==> src/rtl/alu_result_fifo_if.sv <==
// Handshake bundle between the ALU, the result FIFO and the writeback consumer.
// slave is the FIFO side; master is the upstream/consumer side that drives it.
interface alu_result_fifo_if #(
  parameter int NUMBITS = 16,
  parameter int CNTBITS = 3
);
  logic               in_valid;
  logic               in_ready;
  logic [NUMBITS-1:0] result;
  logic               carryout;
  logic               overflow;
  logic               zero;
  logic [2:0]         opcode;
  logic               out_valid;
  logic               out_ready;
  logic [NUMBITS-1:0] out_result;
  logic               out_carry;
  logic               out_overflow;
  logic               out_zero;
  logic [2:0]         out_opcode;
  logic [CNTBITS-1:0] count;
  logic               clear_sticky;
  logic               sticky_ovf;
  logic               sticky_carry;

  modport master (
    output in_valid, result, carryout, overflow, zero, opcode, out_ready, clear_sticky,
    input  in_ready, out_valid, out_result, out_carry, out_overflow, out_zero, out_opcode,
           count, sticky_ovf, sticky_carry
  );

  modport slave (
    input  in_valid, result, carryout, overflow, zero, opcode, out_ready, clear_sticky,
    output in_ready, out_valid, out_result, out_carry, out_overflow, out_zero, out_opcode,
           count, sticky_ovf, sticky_carry
  );
endinterface

==> src/rtl/alu_result_fifo.sv <==
// Show-ahead FIFO capturing ALU results with their flags and opcode, plus sticky
// signed-overflow / unsigned-carry status for exception reporting.
module alu_result_fifo #(
  parameter int NUMBITS = 16,
  parameter int DEPTH   = 4,
  parameter int CNTBITS = 3
) (
  input  logic             clk,
  input  logic             reset,
  alu_result_fifo_if.slave bus
);
  localparam int PTRBITS   = $clog2(DEPTH);
  localparam int ENTRYBITS = NUMBITS + 6;

  logic [ENTRYBITS-1:0] mem [DEPTH];
  logic [PTRBITS-1:0]   wr_ptr_reg;
  logic [PTRBITS-1:0]   rd_ptr_reg;
  logic [CNTBITS-1:0]   count_reg;
  logic                 sticky_ovf_reg;
  logic                 sticky_carry_reg;

  logic                 push;
  logic                 pop;
  logic                 set_ovf;
  logic                 set_carry;
  logic                 sticky_ovf_next;
  logic                 sticky_carry_next;
  logic [ENTRYBITS-1:0] head;

  assign bus.in_ready  = (count_reg != CNTBITS'(DEPTH));
  assign bus.out_valid = (count_reg != '0);

  assign push = bus.in_valid & bus.in_ready;
  assign pop  = bus.out_valid & bus.out_ready;

  // Only signed ops report overflow and only unsigned ops report carry.
  assign set_ovf   = push & bus.overflow &
                     ((bus.opcode == 3'b001) | (bus.opcode == 3'b011));
  assign set_carry = push & bus.carryout &
                     ((bus.opcode == 3'b000) | (bus.opcode == 3'b010));

  assign sticky_ovf_next   = set_ovf   | (sticky_ovf_reg   & ~bus.clear_sticky);
  assign sticky_carry_next = set_carry | (sticky_carry_reg & ~bus.clear_sticky);

  // Storage carries no reset; empty slots are masked at the output instead.
  always_ff @(posedge clk) begin
    if (push) begin
      mem[wr_ptr_reg] <= {bus.opcode, bus.zero, bus.overflow, bus.carryout, bus.result};
    end
  end

  always_ff @(posedge clk or posedge reset) begin
    if (reset) begin
      wr_ptr_reg       <= '0;
      rd_ptr_reg       <= '0;
      count_reg        <= '0;
      sticky_ovf_reg   <= 1'b0;
      sticky_carry_reg <= 1'b0;
    end else begin
      if (push) wr_ptr_reg <= wr_ptr_reg + PTRBITS'(1);
      if (pop)  rd_ptr_reg <= rd_ptr_reg + PTRBITS'(1);
      case ({push, pop})
        2'b10:   count_reg <= count_reg + CNTBITS'(1);
        2'b01:   count_reg <= count_reg - CNTBITS'(1);
        default: count_reg <= count_reg;
      endcase
      sticky_ovf_reg   <= sticky_ovf_next;
      sticky_carry_reg <= sticky_carry_next;
    end
  end

  assign head = bus.out_valid ? mem[rd_ptr_reg] : '0;

  assign {bus.out_opcode, bus.out_zero, bus.out_overflow, bus.out_carry, bus.out_result} = head;

  assign bus.count        = count_reg;
  assign bus.sticky_ovf   = sticky_ovf_reg;
  assign bus.sticky_carry = sticky_carry_reg;
endmodule

==> src/flat_wrapper.sv <==
// flat-port wrapper written by rule: the top's interface ports become plain ports
module alu_result_fifo_flat 
#(
  parameter int NUMBITS = 16,
  parameter int DEPTH   = 4,
  parameter int CNTBITS = 3
)
  (clk, reset, bus_in_valid, bus_result, bus_carryout, bus_overflow, bus_zero, bus_opcode, bus_out_ready, bus_clear_sticky, bus_in_ready, bus_out_valid, bus_out_result, bus_out_carry, bus_out_overflow, bus_out_zero, bus_out_opcode, bus_count, bus_sticky_ovf, bus_sticky_carry);
  alu_result_fifo_if #(.NUMBITS(NUMBITS), .CNTBITS(CNTBITS)) bus_i ();
  input  logic clk;
  input  logic reset;
  input wire logic [$bits(bus_i.in_valid)-1:0] bus_in_valid;
  input wire logic [$bits(bus_i.result)-1:0] bus_result;
  input wire logic [$bits(bus_i.carryout)-1:0] bus_carryout;
  input wire logic [$bits(bus_i.overflow)-1:0] bus_overflow;
  input wire logic [$bits(bus_i.zero)-1:0] bus_zero;
  input wire logic [$bits(bus_i.opcode)-1:0] bus_opcode;
  input wire logic [$bits(bus_i.out_ready)-1:0] bus_out_ready;
  input wire logic [$bits(bus_i.clear_sticky)-1:0] bus_clear_sticky;
  output wire logic [$bits(bus_i.in_ready)-1:0] bus_in_ready;
  output wire logic [$bits(bus_i.out_valid)-1:0] bus_out_valid;
  output wire logic [$bits(bus_i.out_result)-1:0] bus_out_result;
  output wire logic [$bits(bus_i.out_carry)-1:0] bus_out_carry;
  output wire logic [$bits(bus_i.out_overflow)-1:0] bus_out_overflow;
  output wire logic [$bits(bus_i.out_zero)-1:0] bus_out_zero;
  output wire logic [$bits(bus_i.out_opcode)-1:0] bus_out_opcode;
  output wire logic [$bits(bus_i.count)-1:0] bus_count;
  output wire logic [$bits(bus_i.sticky_ovf)-1:0] bus_sticky_ovf;
  output wire logic [$bits(bus_i.sticky_carry)-1:0] bus_sticky_carry;
  assign bus_i.in_valid = bus_in_valid;
  assign bus_i.result = bus_result;
  assign bus_i.carryout = bus_carryout;
  assign bus_i.overflow = bus_overflow;
  assign bus_i.zero = bus_zero;
  assign bus_i.opcode = bus_opcode;
  assign bus_i.out_ready = bus_out_ready;
  assign bus_i.clear_sticky = bus_clear_sticky;
  assign bus_in_ready = bus_i.in_ready;
  assign bus_out_valid = bus_i.out_valid;
  assign bus_out_result = bus_i.out_result;
  assign bus_out_carry = bus_i.out_carry;
  assign bus_out_overflow = bus_i.out_overflow;
  assign bus_out_zero = bus_i.out_zero;
  assign bus_out_opcode = bus_i.out_opcode;
  assign bus_count = bus_i.count;
  assign bus_sticky_ovf = bus_i.sticky_ovf;
  assign bus_sticky_carry = bus_i.sticky_carry;
  alu_result_fifo #(.NUMBITS(NUMBITS), .DEPTH(DEPTH), .CNTBITS(CNTBITS)) u_core (.clk(clk), .reset(reset), .bus(bus_i));
endmodule
==> config.mk <==
export PLATFORM = sky130hd
export DESIGN_NAME = alu_result_fifo_flat
export DESIGN_NICKNAME = d
export VERILOG_FILES = /design/src/rtl/alu_result_fifo_if.sv /design/src/rtl/alu_result_fifo.sv /design/src/flat_wrapper.sv
export SDC_FILE = /design/constraint.sdc
export NUM_CORES = 1
export LEC_CHECK = 0
export CAP_MARGIN = 5
export CORE_MARGIN = 2
export CORE_UTILIZATION = 45
export CTS_CLUSTER_DIAMETER = 50
export DETAILED_ROUTE_END_ITERATION = 10
export DONT_BUFFER_PORTS = 1
export SLEW_MARGIN = 40
export SYNTH_ARGS = -nofsm -noshare
export SYNTH_HDL_FRONTEND = slang
export SYNTH_SLANG_ARGS = --single-unit
export TNS_END_PERCENT = 5
==> constraint.sdc <==
create_clock -name clk -period 4.2 [get_ports clk]
set_clock_uncertainty 0.15 [all_clocks]
set_input_delay 0.42 -clock clk [delete_from_list [all_inputs] [get_ports clk]]
set_output_delay 0.42 -clock clk [all_outputs]
set_load 0.05 [all_outputs]
==> results by group, run 1 <==
Yosys
  – Yosys reg bits: 97
  – Synth area leaders: edfxtp_1 69%, mux4_2 13%, dfrtp_1 5.9%
  – Synth Area per Inst: between 20 and 25 sq um
  – Yosys cell types: 24
  – Sequential share of the synthesized area: 0.746
  – Post-Synthesis Cells: around 190
  – Syn. warnings: 0
  – Top cell type's share of synthesized area: 0.688
  – Syn Nets: around 220
  – Area leader, netlist: edfxtp_1
  – Post-Syn Area: between 3000 and 4000 sq um

Route
  – First-pass DRT Iterations: 4
  – Final ANT Viol Nets: 0
  – Vias per cell: approximately 5.2
  – Final WL: ~6400 um
  – DRC Markers: 0
  – Routed vias: 1694
  – Drt first-iter violations: 93
  – Wire length per cell: between 15 and 20 um

STA
  – Worst-margin pin slew: about 0.6 ns
  – Final TNS setup: 0 ns
  – Setup violators final: 0
  – Final worst-path cycle share: 0.669
  – Final worst path period need: around 2.8 ns
  – Worst relative slew slack: 0.602
  – Final setup margin: roughly 1.4 ns
  – Final Slew Violations: 0
  – Final Hold Viols: 0
  – Peak Freq: between 300 and 400 MHz
  – Unrepaired setup endpoints after global routing: no

Clocking
  – H-tree depth: 3
  – Clk sink count: 97
  – Num CTS Buffers: 9
  – Clk_lat worst skew: 0.34 ns
  – Clock tree buffer depth: 2
  – Clock transition at path regs: 0.09 ns
  – Setup repair bufs after CTS: 0
  – CTS root buf: clkbuf_8
  – CTS tree: yes

Critical path
  – Worst r2r src: u_core.bus.count[2]
  – Crit start category: register
  – WP data arrival: 2.93 ns
  – Reg2Reg Depth: 9
  – Worst R2R End: u_core.bus.count[2]
  – Req. time, crit path: ~4.3 ns
  – CP Capture Type: register
  – Crit path kind: register to register
  – Crit path from: u_core.bus.count[2]
  – Critical-path maximum fanout: 6
  – Crit path to: u_core.bus.count[2]
  – Reg2reg setup slack: approximately 1.4 ns

Global route
  – Largest net degree at the start of global routing: 26
  – Total congestion overflow: 0
  – Vias in the first global route: ~1900
  – Antenna violations before repair: 0
  – First-pass GRT wire length: 10200 um
  – GRT Total Usage: 0.154

Job
  – Maximum Capacitance Violations: 0

Die
  – # rows: 33
  – Starting Density: 0.465
  – IO Count: 56
  – Core region area: ~8300 sq um
  – Die width: 96.4 um
  – Vert. Die Dim: 96.4 um
  – Full die area: just over 9000 sq um

Layout
  – Final std cells w/o fill: between 300 and 400
  – Register Area: between 2000 and 3000 sq um
  – Max reg flops: 88
  – Nets: 249
  – # fillers: roughly 650
  – Area growth, synth to finish: 14.2%
  – Most common cell after layout, fill and taps aside: edfxtp_1
  – Share of cells above drive strength 1: 0.217
  – Multi-input gate area: between 800 and 900 sq um
  – Commonest cells after routing, fill and taps aside: 88 x edfxtp_1, 25 x dlygate4sd3_1, 23 x and2_1, 22 x mux4_2, 9 x clkbuf_8
  – Diodes inserted: 0

Placed design
  – PortBufs: 0
  – Post-place setup slack: between 1 and 1.5 ns
  – Dpl hpwl: 3920 um
  – GPL Wtd Cong: 0.694
  – DP Cell Count: 285

Run status
  – Status: complete, no violations

Worst hold path
  – Worst hold path class: primary input to register
[worst max-delay path, stage by stage (launching register included)]
cell and delay, ns:
dfrtp_1 0.68, or3b_4 0.56, and2_4 0.22, inv_2 0.06, ha_1 0.19, inv_1 0.07
fa_1 0.38, xor2_1 0.15, nor2_1 0.11, xor2_1 0.16
[repair_timing]
item | CTS | global route
endpoints found under the hold margin | 98 | 1
gates resized for setup | 0 | 0
hold buffers | 24 | 1
[cell usage after synthesis]
library cell  instances
inv_1                 8
buf_2                 2
o32ai_1               1
xnor2_1               3
mux2_4                1
or3_1                 1
xor2_1                3
inv_2                 1
and3_2                4
clkbuf_1              2
and2_4                1
mux2i_1               1
and2_1               23
dfrtp_1               9
edfxtp_1             88
o22ai_1               1
nor2_1                2
ha_1                  5
mux4_2               22
or3b_4                1
nand3_1               1
buf_6                 3
fa_1                  1
nand2_1               2
[layout make-up]
cell class,instances,share of cell area
clock inverter,6,0.0171
multi-input combinational,73,0.203
timing repair buffer,26,0.0587
inverter,9,0.00770
sequential,97,0.655
clock buffer,10,0.0291
tap,105,0.0299
[cells by family (layout without fill, tap and decap cells)]
family	count (synthesis)	in the layout	share of synthesized area
multiplexers	24	24	0.135
XOR/XNOR	6	6	0.0137
AO/OA/AOI/OAI	2	2	0.00391
flip-flops	97	97	0.746
adder cells (fa/ha/maj)	6	6	0.0215
AND/OR/NAND/NOR	35	35	0.0573
buffers and inverters	16	51	0.0221
[metal layers]
metal	track usage	routed length, um
met1	0.191	2620
met4	0.0458	48
met2	0.259	3420
met3	0.0543	347
met5	0	0
[per-stage QoR]
stage / hold slack [ns] / area (sq um) / utilization
after CTS: 0.00537 / 4380 / 0.530
after global placement: 0.134 / 3930 / 0.476
after detailed placement: 0.143 / 3930 / 0.476
after global routing: 0.000444 / 4390 / 0.532
final: 0.0295 / 4390 / 0.532
after floorplan: 0.0979 / 3840 / -
[how the worst min path moves through the flow]
stage / slack [ns] / start / cells past startpoint / to
after global placement: 0.13 / reset / 1 / u_core.bus.count[2]
final: 0.03 / bus_opcode[2] / 1 / u_core.bus.sticky_ovf
after global routing: 0.0004 / bus_opcode[2] / 1 / u_core.bus.sticky_ovf
after CTS: 0.005 / bus_opcode[2] / 1 / u_core.bus.sticky_ovf
after detailed placement: 0.14 / reset / 1 / u_core.bus.count[2]
after floorplan: 0.1 / reset / 1 / u_core.bus.count[0]
Power of run 1 is left out: the tool's default activity adds up to more than one toggle a clock period on the data nets, which glitch-free logic cannot reach.
==> inputs of run 2 (changes only) <==
--- a/config.mk
+++ b/config.mk
@@ -5,6 +5,7 @@
 export SDC_FILE = /design/constraint.sdc
 export NUM_CORES = 1
 export LEC_CHECK = 0
+export ABC_AREA = 1
 export CAP_MARGIN = 5
 export CORE_MARGIN = 2
 export CORE_UTILIZATION = 45
==> constraint.sdc (replaced) <==
create_clock -name clk -period 2.6 [get_ports clk]
set_clock_uncertainty 0.15 [all_clocks]
set_input_delay 0.26 -clock clk [delete_from_list [all_inputs] [get_ports clk]]
set_output_delay 0.26 -clock clk [all_outputs]
set_load 0.05 [all_outputs]
==> results by group, run 2 <==
Critical path
  – Req. time, crit path: 2.19 ns (was 4.32 ns)
  – Delay of the slowest critical-path stage: 0.39 ns (was 0.68 ns)
  – CP top delay family: buffers and inverters (was simple AND/OR/NAND/NOR gates)
  – Cell-by-cell listing of the critical path: inv_2 > buf_4 > nand2_1 > nand3_1 > a21oi_1 > buf_4 (was or3b_4 > and2_4 > inv_2 > ha_1 > inv_1 > fa_1 > xor2_1 > nor2_1 > xor2_1)
  – Crit start category: register (unchanged)
  – CP Capture Type: output port (was register)
  – Crit path kind: register to output port (was register to register)
  – Most used cell, CP: buf_4 (was xor2_1)
  – Slowest-stage cell, CP: dfrtp_1 (unchanged)
  – Critical-path maximum fanout: 23 (was 6)
  – WP data arrival: 1.81 ns (was 2.93 ns)
  – Crit path buf inv count: 3 (was 2)

Route
  – Final ANT Viol Nets: 0 (unchanged)
  – Routed vias: 2795 (was 1694)
  – Wire length per cell: 13.9 um (was 19.8 um)
  – Drt first-iter violations: 150 (was 93)
  – First-pass DRT Iterations: 4 (unchanged)
  – DRC Markers: 0 (unchanged)
  – Final WL: 8420 um (was 6440 um)
  – Vias per cell: 4.61 (was 5.20)

Clocking
  – Post-CTS Hold Fix Bufs: 26 (was 24)
  – Clock transition at path regs: 0.08 ns (was 0.09 ns)
  – Clk sink count: 97 (unchanged)
  – H-tree depth: 3 (unchanged)
  – Clock tree buffer depth: 2 (unchanged)
  – Num CTS Buffers: 9 (unchanged)
  – CTS tree: yes (unchanged)
  – Setup repair bufs after CTS: 0 (unchanged)
  – Number of gates resized after cts: 0 (unchanged)
  – CTS root buf: clkbuf_8 (unchanged)
  – Clk_lat worst skew: 0.36 ns (was 0.34 ns)

Yosys
  – Simple-Gate Fraction of Synth Area: 0.159 (was 0.0573)
  – Synth Area in XOR/XNOR: 0.00403 (was 0.0137)
  – Top cell type's share of synthesized area: 0.608 (was 0.688)
  – Post-Syn Area: 4350 sq um (was 3840 sq um)
  – Synth cell count leaders: 104 x nand2_1, 102 x inv_1, 88 x edfxtp_1, 48 x nand3_1, 22 x a21oi_1 (was 88 x edfxtp_1, 23 x and2_1, 22 x mux4_2, 9 x dfrtp_1, 8 x inv_1)
  – Sequential share of the synthesized area: 0.660 (was 0.746)
  – Yosys cell types: 20 (was 24)
  – EDFF count, synth: 88 (unchanged)
  – Synth area leaders: edfxtp_1 61%, nand2_1 9.0%, inv_1 8.8% (was edfxtp_1 69%, mux4_2 13%, dfrtp_1 5.9%)
  – Synth Area per Inst: 10.5 sq um (was 20.7 sq um)
  – Area leader, netlist: edfxtp_1 (unchanged)
  – Main synth FF type: edfxtp_1 (unchanged)
  – Yosys reg bits: 97 (unchanged)
  – Syn Nets: 448 (was 219)
  – Adder-Cell Fraction of Synth Area: 0.0190 (was 0.0215)
  – Largest family of logic cells by synthesized area: simple AND/OR/NAND/NOR gates (was multiplexers)
  – Mux cell area share after synthesis: 0 (was 0.135)
  – Post-Synthesis Cells: 415 (was 186)
  – Top-count cell post-synth: nand2_1 (was edfxtp_1)
  – Syn. warnings: 0 (unchanged)
  – Fraction of registers with async set/reset: 0.0928 (unchanged)
  – Compound-Gate Fraction of Synth Area: 0.0299 (was 0.00391)

STA
  – Final Hold Viols: 0 (unchanged)
  – Final Hold Slack: 0.0362 ns (was 0.0295 ns)
  – Peak Freq: 450 MHz
  – Worst relative slew slack: 0.645 (was 0.602)
  – Final worst path period need: about 2.2 ns
  – Worst-margin pin slew: 0.532 ns (was 0.597 ns)
  – Final Slew Violations: 0 (unchanged)
  – Setup violators final: 0 (unchanged)
  – Final worst-path cycle share: 0.855
  – Unrepaired setup endpoints after global routing: no (unchanged)

Layout
  – Nets: 505 (was 249)
  – Max reg flops: 88 (unchanged)
  – Diodes inserted: 0 (unchanged)
  – Area growth, synth to finish: 18.2% (was 14.2%)
  – Final std cells w/o fill: 606 (was 326)
  – Register Area: 2870 sq um (about the same)
  – Most common cell after layout, fill and taps aside: nand2_1 (was edfxtp_1)
  – # fillers: 835 (was 654)
  – Multi-input gate area: 930 sq um (was 891 sq um)
  – Share of cells above drive strength 1: 0.126 (was 0.217)
  – Commonest cells after routing, fill and taps aside: 104 x nand2_1, 102 x inv_1, 88 x edfxtp_1, 48 x nand3_1, 33 x buf_4 (was 88 x edfxtp_1, 25 x dlygate4sd3_1, 23 x and2_1, 22 x mux4_2, 9 x clkbuf_8)

Die
  – Die width: 102 um (was 96.4 um)
  – Full die area: 10500 sq um (was 9300 sq um)
  – Vert. Die Dim: 102 um (was 96.4 um)
  – Core region area: 9280 sq um (was 8260 sq um)
  – Starting Density: 0.468 (was 0.465)
  – # rows: 35 (was 33)
  – IO Count: 56 (unchanged)

Run status
  – Status: complete, no violations (unchanged)

Global route
  – Largest net degree at the start of global routing: 47 (was 26)
  – Antenna violations before repair: 0 (unchanged)
  – Total congestion overflow: 0 (unchanged)
  – GRT Total Usage: 0.175 (was 0.154)
  – First-pass GRT wire length: 13800 um (was 10200 um)
  – Vias in the first global route: 2807 (was 1897)

Job
  – Maximum Capacitance Violations: 0 (unchanged)

Pwr
  – Pleak: around 0.0023 uW
  – Peak supply drop: ~0.68 mV
  – Power density cells: around 1300 nW/um^2

Placed design
  – Dpl hpwl: 5130 um (was 3920 um)
  – GPL Wtd Cong: 0.751 (was 0.694)
  – PortBufs: 0 (unchanged)
  – DP Cell Count: 564 (was 285)

Worst hold path
  – Worst hold path class: primary input to register (unchanged)
-- run 2: worst paths after layout --
path                       slack, ns                    end                 start  cells past startpoint
min                             0.04  u_core.bus.sticky_ovf          bus_in_valid                      2
max in group asynchronous       1.89    u_core.bus.count[1]                 reset                      2
min in group asynchronous       0.15    u_core.bus.count[2]                 reset                      2
max reg2reg                     0.54    u_core.bus.count[2]   u_core.bus.count[1]                     10
min reg2reg                     0.41   u_core.wr_ptr_reg[0]  u_core.wr_ptr_reg[0]                      2
max                             0.38       bus_out_overflow  u_core.rd_ptr_reg[0]                      6
-- run 2: report_power, final --
| part | total [uW] | switching (uW) | internal, uW |
|---|---|---|---|
| sequential | 2160 | 108 | 2050 |
| clock | 1040 | 499 | 542 |
| combinational | 3400 | 2440 | 959 |
-- run 2: final cells by class --
type                            count  area share
Sequential cell                    97       0.558
Multi-Input combinational cell    196       0.181
Timing Repair Buffer               62       0.111
Inverter                          106      0.0775
Tap cell                          129      0.0314
Clock buffer                       11      0.0256
Clock inverter                      5      0.0156
-- run 2: through the flow --
stage / total power, uW / setup TNS [ns] / instance area, sq um / setup slack (ns) / utilization
after floorplan: 4760 / -18.83 / 4350 / -0.214 / -
after global placement: 5540 / 0 / 4660 / 0.654 / 0.502
after detailed placement: 5590 / 0 / 4660 / 0.539 / 0.502
after CTS: 6680 / 0 / 5140 / 0.338 / 0.553
after global routing: 7000 / 0 / 5140 / 0.277 / 0.553
final: 6600 / 0 / 5140 / 0.377 / 0.553
-- run 2: kinds of logic after synthesis --
group | after synthesis
adder cells (fa/ha/maj) | 6
flip-flops | 97
XOR/XNOR | 2
AND/OR/NAND/NOR | 162
buffers and inverters | 122
AO/OA/AOI/OAI | 26
-- run 2: per-layer routing --
metal,vias up,track usage,routed length (um),part of all wire
met2,58,0.287,4110,0.49
met5,-,0,0,0
met4,0,0.0821,169,0.020
met1,1307,0.229,3780,0.45
li1,1415,-,-,-
met3,15,0.0294,367,0.044
Note: power is estimated with default switching activity, not from simulation.
